`config.mk`:
```
export PLATFORM = sky130hd
export DESIGN_NAME = sync_debounce_flat
export DESIGN_NICKNAME = d
export VERILOG_FILES = /design/src/rtl/sync_debounce_pkg.sv /design/src/rtl/sync_debounce_if.sv /design/src/rtl/debounce_channel.sv /design/src/rtl/sync_debounce.sv /design/src/flat_wrapper.sv
export SDC_FILE = /design/constraint.sdc
export NUM_CORES = 1
export LEC_CHECK = 0
export BUFFER_PORTS_ARGS = -buffer_cell sky130_fd_sc_hd__buf_2
export CORE_ASPECT_RATIO = 1.2
export CORE_MARGIN = 3
export CORE_UTILIZATION = 48
export CTS_CLUSTER_SIZE = 28
export DETAILED_ROUTE_END_ITERATION = 10
export PLACE_DENSITY = 0.72
export RECOVER_POWER = 25
export SYNTH_ARGS = -nofsm -noshare
export SYNTH_HDL_FRONTEND = slang
export SYNTH_SLANG_ARGS = --single-unit
```
`constraint.sdc`:
```
create_clock -name clk -period 1.1 [get_ports clk]
set_input_delay 0.22 -clock clk [delete_from_list [all_inputs] [get_ports clk]]
set_output_delay 0.22 -clock clk [all_outputs]
set_load 0.02 [all_outputs]
```
`src/rtl/sync_debounce_pkg.sv`:
```
// Shared defaults and helpers for the sync_debounce input conditioner.
// Imported by the interface, the per-channel sub-module and the top level.
package sync_debounce_pkg;

    localparam int unsigned DefaultWidth          = 3;
    localparam int unsigned DefaultStages         = 3;
    localparam int unsigned DefaultDebounceCycles = 4;

    // Counter must hold 0..cycles-1; one bit minimum even when cycles == 1.
    function automatic int unsigned cnt_width(input int unsigned cycles);
        return (cycles < 2) ? 1 : $clog2(cycles + 1);
    endfunction

endpackage

```
`src/rtl/sync_debounce_if.sv`:
```
// Channel bundle between a board-input conditioner and its consumer.
// The conditioner takes the slave view; whoever drives d_in takes master.
interface sync_debounce_if
    import sync_debounce_pkg::*;
#(
    parameter int unsigned WIDTH = DefaultWidth
);

    logic [WIDTH-1:0] d_in;
    logic [WIDTH-1:0] d_out;
    logic [WIDTH-1:0] rise;
    logic [WIDTH-1:0] fall;
    logic             changed;

    modport master (
        output d_in,
        input  d_out,
        input  rise,
        input  fall,
        input  changed
    );

    modport slave (
        input  d_in,
        output d_out,
        output rise,
        output fall,
        output changed
    );

endinterface

```
`src/rtl/debounce_channel.sv`:
```
// One input channel: STAGES-deep metastability chain, stability counter,
// accepted level and registered single-cycle rise/fall strobes.
module debounce_channel
    import sync_debounce_pkg::*;
#(
    parameter int unsigned STAGES          = DefaultStages,
    parameter int unsigned DEBOUNCE_CYCLES = DefaultDebounceCycles,
    parameter logic        RESET_BIT       = 1'b0
) (
    input  logic clk,
    input  logic reset,
    input  logic d_in,
    output logic d_out,
    output logic rise,
    output logic fall
);

    localparam int unsigned          CntW   = cnt_width(DEBOUNCE_CYCLES);
    localparam logic [CntW-1:0]      CntMax = CntW'(DEBOUNCE_CYCLES - 1);

    (* ASYNC_REG = "TRUE" *) logic [STAGES-1:0] sync_q;

    logic            sync_val;
    logic [CntW-1:0] cnt_q, cnt_d;
    logic            level_q, level_d;
    logic            rise_q, rise_d;
    logic            fall_q, fall_d;

    always_ff @(posedge clk or posedge reset) begin
        if (reset) begin
            sync_q <= {STAGES{RESET_BIT}};
        end else begin
            sync_q <= {sync_q[STAGES-2:0], d_in};
        end
    end

    assign sync_val = sync_q[STAGES-1];

    // A single disagreeing cycle is enough to restart the stability count.
    always_comb begin
        cnt_d   = '0;
        level_d = level_q;
        rise_d  = 1'b0;
        fall_d  = 1'b0;
        if (sync_val != level_q) begin
            if (cnt_q == CntMax) begin
                level_d = sync_val;
                rise_d  = sync_val;
                fall_d  = ~sync_val;
            end else begin
                cnt_d = cnt_q + CntW'(1);
            end
        end
    end

    always_ff @(posedge clk or posedge reset) begin
        if (reset) begin
            cnt_q   <= '0;
            level_q <= RESET_BIT;
            rise_q  <= 1'b0;
            fall_q  <= 1'b0;
        end else begin
            cnt_q   <= cnt_d;
            level_q <= level_d;
            rise_q  <= rise_d;
            fall_q  <= fall_d;
        end
    end

    assign d_out = level_q;
    assign rise  = rise_q;
    assign fall  = fall_q;

endmodule

```
`src/rtl/sync_debounce.sv`:
```
// Multi-channel synchroniser + debouncer for asynchronous board inputs,
// producing clean levels, per-bit edge strobes and a combined change flag.
module sync_debounce
    import sync_debounce_pkg::*;
#(
    parameter int unsigned      WIDTH           = DefaultWidth,
    parameter int unsigned      STAGES          = DefaultStages,
    parameter int unsigned      DEBOUNCE_CYCLES = DefaultDebounceCycles,
    parameter logic [WIDTH-1:0] RESET_VAL       = '0
) (
    input  logic            clk,
    input  logic            reset,
    sync_debounce_if.slave  bus
);

    logic [WIDTH-1:0] level;
    logic [WIDTH-1:0] rise;
    logic [WIDTH-1:0] fall;

    for (genvar i = 0; i < WIDTH; i++) begin : g_chan
        debounce_channel #(
            .STAGES          (STAGES),
            .DEBOUNCE_CYCLES (DEBOUNCE_CYCLES),
            .RESET_BIT       (RESET_VAL[i])
        ) u_chan (
            .clk   (clk),
            .reset (reset),
            .d_in  (bus.d_in[i]),
            .d_out (level[i]),
            .rise  (rise[i]),
            .fall  (fall[i])
        );
    end

    // Strobes are already registered per channel, so changed lines up with them.
    assign bus.d_out   = level;
    assign bus.rise    = rise;
    assign bus.fall    = fall;
    assign bus.changed = |(rise | fall);

endmodule

```
`src/flat_wrapper.sv`:
```
// flat-port wrapper written by rule: the top's interface ports become plain ports
module sync_debounce_flat import sync_debounce_pkg::*;
#(
    parameter int unsigned      WIDTH           = DefaultWidth,
    parameter int unsigned      STAGES          = DefaultStages,
    parameter int unsigned      DEBOUNCE_CYCLES = DefaultDebounceCycles,
    parameter logic [WIDTH-1:0] RESET_VAL       = '0
)
  (clk, reset, bus_d_in, bus_d_out, bus_rise, bus_fall, bus_changed);
  sync_debounce_if #(.WIDTH(WIDTH)) bus_i ();
  input  logic clk;
  input  logic reset;
  input wire logic [$bits(bus_i.d_in)-1:0] bus_d_in;
  output wire logic [$bits(bus_i.d_out)-1:0] bus_d_out;
  output wire logic [$bits(bus_i.rise)-1:0] bus_rise;
  output wire logic [$bits(bus_i.fall)-1:0] bus_fall;
  output wire logic [$bits(bus_i.changed)-1:0] bus_changed;
  assign bus_i.d_in = bus_d_in;
  assign bus_d_out = bus_i.d_out;
  assign bus_rise = bus_i.rise;
  assign bus_fall = bus_i.fall;
  assign bus_changed = bus_i.changed;
  sync_debounce #(.WIDTH(WIDTH), .STAGES(STAGES), .DEBOUNCE_CYCLES(DEBOUNCE_CYCLES), .RESET_VAL(RESET_VAL)) u_core (.clk(clk), .reset(reset), .bus(bus_i));
endmodule
```
==> impl_results.md <==
* Violated checks: negative setup slack
* CTS tree: done
* Share of cells above drive strength 1 at 0.516
* Post-synth top area share at 0.662
* Remaining global-route overflow at 0
* Fin. Hold Viols at 0
* Final setup skew at between 5 and 6 ps
* Crit path max fanout at 2
* Top cells by count, synth: dfrtp_1 (27), buf_4 (9), nor3b_1 (8)
* Die area at between 0.002 and 0.003 mm^2
* Clk slew on worst S/H paths at around 140 ps
* Power density over the cells at between 2000 and 2500 mW/mm^2
* Peak Freq at ~0.69 GHz
* Mapped cell area at around 0.001 mm^2
* Clk buf depth at 2
* Met1 usage at 0.142
* Most common cell in the netlist: dfrtp_1
* Reg2reg path depth at 3
* RD Place Congestion at 0.735
* EDFF count, synth at 0
* Root buffer cell: clkbuf_4
* Sequential area share after synthesis at 0.662
* Main synth FF type: dfrtp_1
* Pre-antenna DRT Iters at 1
* Final setup viols at 6
* Relative slew slack at 0.629
* Crit path DAT at approximately 1200 ps
* Tmin final at 1460 ps
* Slew of the pin with the lowest slew margin at about 560 ps
* Count of distinct cell types in the synthesized netlist at 17
* Hold path depth at 0
* PortBufs at 14
* Synth Instances at 68
* Core box area at just under 0.002 mm^2
* Post-route setup slack at -360 ps
* Routed Antenna Nets at 0
* Final #Nets at 102
* Share of synthesized registers carrying an async set or reset at 1.00
* Die width at approximately 48 um
* Vias in the first global route at around 600
* Top Ports at 15
* Routed vias/inst at roughly 4.8
* First-pass GRT wire length at 2420 um
* Period utilization at 1.33
* Die height at about 57 um
* Place WS at -24.0 ps
* RSZ-0062 raised after global routing: true
* Largest net degree at the start of global routing at 28
* Max cap viols at 0
* Initial antenna violation count at 0
* Synth area leaders: dfrtp_1 (66%), buf_4 (6.6%), nor3b_1 (5.9%)
* Crit. End Element: primary output
* Met3 Usage GRT at 0.0321
* Row cnt at 17
* DRT Wirelength at ~1600 um
* Worst-skew pair later-pin latency at roughly 320 ps
* Flop and latch count out of synthesis at 27
* DRT iter0 DRCs at 0
* Synth-to-Final Area Change at 33.7%
* Total CTS buffers at 3
* HP Class: flip-flop to flip-flop
* Diode count at 0
* DRC at 0
* Mapped Avg Cell Area at approximately 15 um^2
* Post-detail-place hpwl at ~900 um
* TNS Setup at -583 ps
* WL/cell at ~13 um
* Critical Path RT at 880 ps
* Most used routing layer: met2
* Status: finished with violations
* Met2 Use GR at 0.208
* Clock sink count at 27
* Fill cell count at about 130
* Yosys Warn Count at 0
* CTS H-tree depth at 1
* Pleak at around 0.66 nW
* Critical Path Start Type: flip-flop
* Initial core utilization at 0.527
* Syn_nets at 76
* Via count at 578
* Yosys top cell by area: dfrtp_1
* Tot GR Track Use at 0.127
* Crit Path Class: flip-flop to primary output
* Maximum vdd ir drop at ~1.4 mV
* Max Slew Vio Count at 0
-- cells by family after synthesis --
logic type    share of synthesized area
flops                             0.662
simple gates                      0.173
buf+inv                          0.0698
xor+xnor                         0.0257
mux                              0.0331
fa+ha+maj                        0.0368
-- state kept, by name (all words and copies together), names as in the netlist --
register                     count
u_core.g_chan.u_chan.sync_q      9
u_core.g_chan.u_chan.rise        3
u_core.g_chan.u_chan.cnt_q       9
u_core.g_chan.u_chan.d_out       3
u_core.g_chan.u_chan.fall        3
-- path summary, 6_finish.rpt --
| check | endpoint | start | slack (ps) |
|---|---|---|---|
| max | bus_changed | u_core.g_chan[1].u_chan.fall | -360 |
| min | u_core.g_chan[0].u_chan.sync_q[1] | u_core.g_chan[0].u_chan.sync_q[0] | 370 |
| max reg2reg | u_core.g_chan[0].u_chan.d_out | u_core.g_chan[0].u_chan.cnt_q[0] | -60 |
| min reg2reg | u_core.g_chan[0].u_chan.sync_q[1] | u_core.g_chan[0].u_chan.sync_q[0] | 370 |
| max in group asynchronous | u_core.g_chan[0].u_chan.d_out | reset | 150 |
| min in group asynchronous | u_core.g_chan[2].u_chan.sync_q[0] | reset | 580 |
-- report_power, final --
| group | switching, W | internal [W] |
|---|---|---|
| Sequential | 0.000138 | 0.00117 |
| Combinational | 0.000465 | 0.000653 |
| Clock | 0.000271 | 0.000142 |
| Total | 0.000875 | 0.00196 |
-- repair_timing --
action / in CTS / in global routing
setup buffers: 4 / 2
pin swaps: 5 / 5
setup endpoints to repair: 14 / 20
endpoints found under the hold margin: 30 / 0
resized for setup: 15 / 20
hold buffers: 4 / 0
cloned: 0 / 0
-- through the flow --
stage                     utilization  power [W]  cells  hold slack, ps  instance area (um^2)
after floorplan                     -    0.00184     68             251                  1030
after global placement          0.574    0.00193    107             280                  1110
after detailed placement        0.574    0.00197    107             289                  1110
after CTS                       0.648    0.00260    119             371                  1250
after global routing            0.705    0.00304    121             374                  1370
final                           0.705    0.00284    121             367                  1370
-- area by class of cell --
cell class / count / area, um^2 / area share
Inverter: 1 / 3.75 / 0.00275
Clock buffer: 4 / 26.3 / 0.0192
Multi-Input combinational cell: 31 / 360 / 0.264
Sequential cell: 27 / 676 / 0.495
Timing Repair Buffer: 30 / 264 / 0.193
Tap cell: 28 / 35.0 / 0.0257
-- placed cells by master, fill, tap and decap left out --
cell type,n
buf_2,5
clkbuf_4,3
clkbuf_1,1
inv_1,1
nor3_2,1
and3b_1,3
ha_4,1
mux2_4,3
buf_4,10
nor3b_1,4
nor2_1,1
dlygate4sd3_1,4
ha_2,2
nor3_4,1
xnor2_1,1
xnor2_2,2
nand2b_1,1
dfrtp_1,27
nand2_1,1
nor4_2,1
nor2b_4,2
buf_6,11
nor2b_1,1
nand2b_4,1
nor3b_2,5
-- worst max-delay path, cell delays in order, from the launching register on --
cell     delay, ps
dfrtp_1        410
nor4_2         260
nand2_1        110
buf_6          140
-- layer usage --
layer,part of all wire,wire length [um],vias to the layer above
met3,0.033,51,4
met1,0.40,625,287
met4,0.019,29,0
met5,0,0,-
met2,0.55,852,16
li1,-,-,271
Power figures use the tool's default switching activity.
